File: src/rtl/logic_unit_pipe.sv
// logic_unit_pipe: 8-op bitwise logic unit with zero/parity flags,
// valid/ready handshakes, STAGES-deep pipeline and a result counter.
module logic_unit_pipe #(
    parameter int WIDTH  = 32,
    parameter int STAGES = 2,
    parameter int CNT_W  = 16
) (
    input  logic             clk,
    input  logic             reset_n,
    input  logic             in_valid,
    output logic             in_ready,
    input  logic [2:0]       op,
    input  logic [WIDTH-1:0] a,
    input  logic [WIDTH-1:0] b,
    output logic             out_valid,
    input  logic             out_ready,
    output logic [WIDTH-1:0] y,
    output logic             zero,
    output logic             parity,
    output logic [CNT_W-1:0] done_cnt
);

    if (STAGES < 1 || STAGES > 4) begin : g_bad_stages
        $error("logic_unit_pipe: STAGES must be in 1..4");
    end

    logic [WIDTH-1:0] res;
    logic             res_zero;
    logic             res_par;
    logic             stall;
    logic             hs_out;

    logic [STAGES-1:0] sv;
    logic [STAGES-1:0] sz;
    logic [STAGES-1:0] sp;
    logic [WIDTH-1:0]  sy [STAGES];

    // Bitwise operation select; codes 0-3 keep the legacy encoding.
    always_comb begin
        res = '0;
        unique case (op)
            3'b000:  res = a & b;
            3'b001:  res = a | b;
            3'b010:  res = a ^ b;
            3'b011:  res = ~(a | b);
            3'b100:  res = ~(a & b);
            3'b101:  res = ~(a ^ b);
            3'b110:  res = a & ~b;
            default: res = a;
        endcase
    end

    // Flags are formed before stage 1 so the output side stays pure register.
    always_comb begin
        res_zero = (res == '0);
        res_par  = ^res;
    end

    // The whole pipe freezes only when the last stage holds an unaccepted result.
    always_comb begin
        stall    = sv[STAGES-1] && !out_ready;
        in_ready = !stall || !reset_n;
        hs_out   = sv[STAGES-1] && out_ready;
    end

    // Pipeline registers: load stage 1 with the new result (or a bubble), shift the rest.
    always_ff @(posedge clk) begin
        if (!reset_n) begin
            sv <= '0;
            sz <= '0;
            sp <= '0;
            for (int i = 0; i < STAGES; i++) begin
                sy[i] <= '0;
            end
        end else if (!stall) begin
            sv[0] <= in_valid;
            sy[0] <= res;
            sz[0] <= res_zero;
            sp[0] <= res_par;
            for (int i = 1; i < STAGES; i++) begin
                sv[i] <= sv[i-1];
                sy[i] <= sy[i-1];
                sz[i] <= sz[i-1];
                sp[i] <= sp[i-1];
            end
        end
    end

    // Count completed output handshakes, wrapping naturally.
    always_ff @(posedge clk) begin
        if (!reset_n) begin
            done_cnt <= '0;
        end else if (hs_out) begin
            done_cnt <= done_cnt + CNT_W'(1);
        end
    end

    assign out_valid = sv[STAGES-1];
    assign y         = sy[STAGES-1];
    assign zero      = sz[STAGES-1];
    assign parity    = sp[STAGES-1];

endmodule

File: config.mk
export PLATFORM = sky130hd
export DESIGN_NAME = logic_unit_pipe
export DESIGN_NICKNAME = d
export VERILOG_FILES = /design/src/rtl/logic_unit_pipe.sv
export SDC_FILE = /design/constraint.sdc
export NUM_CORES = 1
export LEC_CHECK = 0
export BUFFER_PORTS_ARGS = -buffer_cell sky130_fd_sc_hd__buf_2
export CELL_PAD_IN_SITES_DETAIL_PLACEMENT = 0
export CELL_PAD_IN_SITES_GLOBAL_PLACEMENT = 1
export CORE_MARGIN = 4
export CORE_UTILIZATION = 48
export DETAILED_ROUTE_END_ITERATION = 6
export PLACE_DENSITY = 0.84
export SLEW_MARGIN = 20
export SYNTH_ARGS = -nofsm -noshare
export SYNTH_HDL_FRONTEND = slang
export SYNTH_SLANG_ARGS = --single-unit
File: constraint.sdc
create_clock -name clk -period 5.3 [get_ports clk]
set_input_delay 0.795 -clock clk [delete_from_list [all_inputs] [get_ports clk]]
set_output_delay 0.795 -clock clk [all_outputs]
set_load 0.005 [all_outputs]
# Word-level counts from Yosys, hierarchy flattened
# Memory sizes are Yosys's and may differ from the RTL's.
# Cells that the tools add are included.
[classes] muxes=7 addsub=1 reduce_logical=9 n_eq_ne=6 bitwise_logic=10
[ops] cell="$pmux W32 S7" count=1
[ops] cell="$not A32 Y32" count=4
[ops] cell="$and A32 B32 Y32" count=2
[ops] cell="$mux W32" count=2
[ops] cell="$logic_not A32 Y1" count=1
[ops] cell="$or A32 B32 Y32" count=1
[ops] cell="$reduce_xor A32 Y1" count=1
[ops] cell="$xor A32 B32 Y32" count=1
[ops] cell="$add A16 B1 Y16 const B" count=1
[ops] cell="$eq A3 B3 Y1 const B" count=3
[ops] cell="$eq A3 B2 Y1 const B" count=2
[ops] cell="$mux W1" count=4
[ops] cell="$eq A3 B1 Y1 const B" count=1
[ops] cell="$logic_not A1 Y1" count=3
[ops] cell="$logic_not A3 Y1" count=1
[ops] cell="$logic_and A1 B1 Y1" count=2
[ops] cell="$or A1 B1 Y1" count=2
[ops] cell="$logic_or A1 B1 Y1" count=1
[totals] n_memories=1 ff_bits=22 wordCells=38 mem_bits_rw=64 in_bits=71 output_inout_bits=52
[memory_table] memory="sy" words=2 word_bits=32 read_ports=2 rd_clocked_by_memory_dff=0 write_ports=2 line="36" source="logic [WIDTH-1:0] sy [STAGES];"

# Longest topological paths before layout
[depth] ltp_word=6 depth_mapped=13 ltp_nobuf=12

# Worst setup path after synthesis
# No wires, ideal clock.
[synth_path] path_kind="input to output" startpoint="input port out_ready" endpoint="output port in_ready" setup_slack_ns=2.008 t_required_ns=4.505 t_arrival_ns=2.497 stages=4 path_buffers=1 path_cell_list="nand2b_1 -> clkbuf_1 -> nor2_1 -> inv_1"
[synth_between] elab_chain_cells=4
[synth_rtl] element="start: declaration" line="16" source="input logic out_ready,"
[synth_rtl] element="$logic_not A1 Y1" line="61" source="stall = sv[STAGES-1] && !out_ready;"
[synth_rtl] element="$logic_and A1 B1 Y1" line="61"
[synth_rtl] element="$logic_not A1 Y1"
[synth_rtl] element="$logic_or A1 B1 Y1" line="62" source="in_ready = !stall || !reset_n;"
[synth_rtl] element="end: declaration" line="11" source="output logic in_ready,"
# Every way passes these cells.

# Final worst setup path
[layout_path] startpoint="input port op[1]" endpoint="register sp[0]"
[layout_between] elab_chain_cells=3 word_cells_on_any_way=9 cone_classes="eq/ne (6); mux (1); reduce/logical (2)"
[layout_rtl] element="start: declaration" line="12" source="input logic [2:0] op,"
[layout_rtl] element="$eq A3 B3 Y1, or another cell as far along" line="41" source="unique case (op)"
[layout_rtl] element="$pmux W32 S7 (*)" line="41"
[layout_rtl] element="$reduce_xor A32 Y1 (*)" line="56" source="res_par = ^res;"
[layout_rtl] element="end signal: assignment" line="79" source="sp[0] <= res_par;"
[layout_rtl] element="end signal: indexed assignment" line="84" source="sp[i] <= sp[i-1];"
[layout_rtl] element="end: declaration" line="35" source="logic [STAGES-1:0] sp;"
# Every way passes the cells marked *; elsewhere a longest branch is shown, timed or not.
# A chain may end at the register's enable or synchronous reset.

==> impl_metrics.yaml <==
run_status:
  status: "complete, no violations"
drt:
  drcViolationCount: 0
  wl_per_cell_um: 16.1
  ant_nets: 0
  first_iter_violations: 359
  num_vias: 5408
  dr.pass1.iters: 7
  avgViaCountPerCell: 5.36
  wl_mm: 16.2
cells_and_area:
  multi_input_area_um2: 4270
  layout.nets: 1000
  final_layout_size_suffix_gt1_share_pct: 20.3
  final-instance-count-excl-fill: 1009
  antenna_cells: 0
  area_delta_synth_final_pct: 8.53
  layout_commonest_cell: "buf_2"
  nFillCells: 1373
  layout_common_cells: "buf_2 (120), ha_1 (113), inv_1 (74)"
  regArea_um2: 2360
power:
  switching_share_pct: 29.0
  leakagePower_nw: 4.04
  p_int_mw: 1.37
  power_density_nw_per_um2: 238
  total_power_mw: 1.92
  seqPwrFrac_pct: 41.6
  p_sw_mw: 0.557
  peakVddDrop_mv: 0.161
  combPwrFrac_pct: 29.9
  clockPowerShare_pct: 28.4
floorplan:
  start_util_pct: 49.0
  core_region_area_um2: 15200
  die_w_um: 133
  rows: 45
  ios: 123
  fp.dieArea_um2: 17600
  die_h_um: 133
global_routing:
  first_global_vias: 5339
  grt.total_usage_pct: 18.1
  grt_pass1_wl_mm: 26.4
  grt_max_degree: 80
  grt_overflow: 0
  antenna_found_initial: 0
critical_path:
  worstSetupPathType: "in2reg"
  r2r_start: "sv[1]$_SDFFE_PN0N_"
  crit_start: "op[1]"
  critPathLaunchType: "primary input"
  arrival_ns: 3.93
  crit_path_end_kind: "flop"
  path_max_fanout: 79
  cp.required_ns: 5.50
placement:
  gp_congestion: 0.889
  dp_hpwl_mm: 12.6
  dpl_worst_slack_ns: 1.23
  placed_cells: 993
  port_buffers: 122
timing:
  worst_slack_ns: 1.58
  fmax_ghz: 0.269
  hold_viol: 0
  slew_viol_final: 0
  worst_pin_slew_ns: 1.08
  tns_ns: 0
  fin_crit_sh_pct: 70.3
  layout_min_cycle_time_ns: 3.72
  setup_viol: 0
  fin_skew_ns: 0.00390
  maxSlewHeadroom_pct: 28.0
  rsz0062_at_grt: "no"
clock_tree:
  htreeDepth: 3
  cts_setup_buffers: 0
  clock_sinks: 86
  holdBufCountCts: 0
  clk_path_buf_depth: 2
  cts.clk_slew.worst_paths_ns: 0.06
  cts_buffers: 9
  cts-root-buf: "clkbuf_16"
  insertion_delay_ns: 0.33
  cts_resized: 0
  cts_tree: "built"
logic_synthesis:
  ys.flop_type: "edfxtp_1"
  syn_inst: 754
  synth_fp_nets: 938
  synth_seq_cells: 86
  synth.avg_cell_area_um2: 9.88
  ys.warnings.count: 0
  async_flop_share_pct: 0
  synth_edf_count: 64
  ys_seq_area_share_pct: 31.7
  ys_types: 43
  synth_area_um2: 7450
worst_hold_path:
  hold_path_class: "reg2reg"
  hp-start: "sv[0]$_SDFFE_PN0N_"
run:
  maxCapViolCount: 0
==> cell usage after synthesis, drive strengths merged (9+ instances only) <==
master	instances	area, um2
o221ai	14	123
edfxtp	64	1920
a211oi	17	148
buf	64	484
nor2	71	267
inv	76	285
dfxtp	22	440
nand2	20	75.1
nand2b	12	75.1
xnor2	31	272
and3	34	213
o21ai	32	183
xor2	30	263
clkbuf	14	52.6
o22ai	16	100
mux2i	39	390
ha	113	1410
a21oi	13	65.1
mux2	9	101
==> final timing paths <==
kind              depth (start not counted)  slack [ns]                       to
setup / recovery                         11        1.58       sp[0]$_SDFFE_PN0N_
setup reg to reg                          5        3.29  sy[0][45]$_SDFFCE_PN0P_
hold reg to reg                           2        0.45       sv[1]$_SDFFE_PN0N_
hold / removal                            2        0.45       sv[1]$_SDFFE_PN0N_
==> power groups by stage <==
stage                     registers [mW]  clock network, mW  logic (mW)
after global routing               0.805              0.592       0.639
after detailed placement           0.815                  0       0.575
after floorplan                    0.809                  0       0.451
after global placement             0.814                  0       0.565
final                              0.801              0.547       0.575
after CTS                          0.801              0.564       0.578
==> through the flow <==
step,utilization [%],hold slack (ns),area [um2]
finish,53.2,0.448,8090
global route,53.2,0.466,8090
CTS,53.2,0.450,8080
detailed placement,51.4,0.442,7820
global placement,51.4,0.437,7820
floorplan,-,0.423,7450
==> metal layers <==
metal  global-route usage [%]  share of wire [%]  vias up  wire, um
met4                     4.97               0.76        0       124
met3                     2.59                4.9        8       797
met5                        0                  0        -         0
met2                     31.4                 50      135      8050
met1                     23.8                 45     2559      7240
li1                         -                  -     2706         -
==> worst max-delay path: stages <==
cell	delay, ns
buf_4	0.37
buf_4	0.74
mux2_1	0.39
mux4_2	0.46
o21ai_2	0.09
ha_1	0.27
xnor2_1	0.22
xnor2_1	0.18
xnor2_1	0.16
xnor2_1	0.14
o21ai_0	0.08
==> sequential cells by signal, summed over array words and instances (netlist names) <==
signal    cells
sy           64
sp            2
sz            2
done_cnt     16
sv            2
==> final cells by class <==
type / instances / share of cell area (%)
inverter: 76 / 3.53
multi-input combinational: 514 / 52.8
clock buffer: 9 / 2.79
sequential: 86 / 29.2
clock inverter: 7 / 0.511
timing repair buffer: 129 / 8.26
tap: 188 / 2.91
==> cell families after synthesis <==
group / after synthesis / share of synthesized area (%)
DFF: 86 / 31.7
and+or+nand+nor: 174 / 11.7
xor gates and xnor gates: 61 / 7.17
adders and majority gates: 113 / 19.0
muxes: 56 / 9.02
AOI/OAI and AO/OA: 110 / 10.4
buffers and inverters: 154 / 11.0
(Power assumes the default switching activity.)
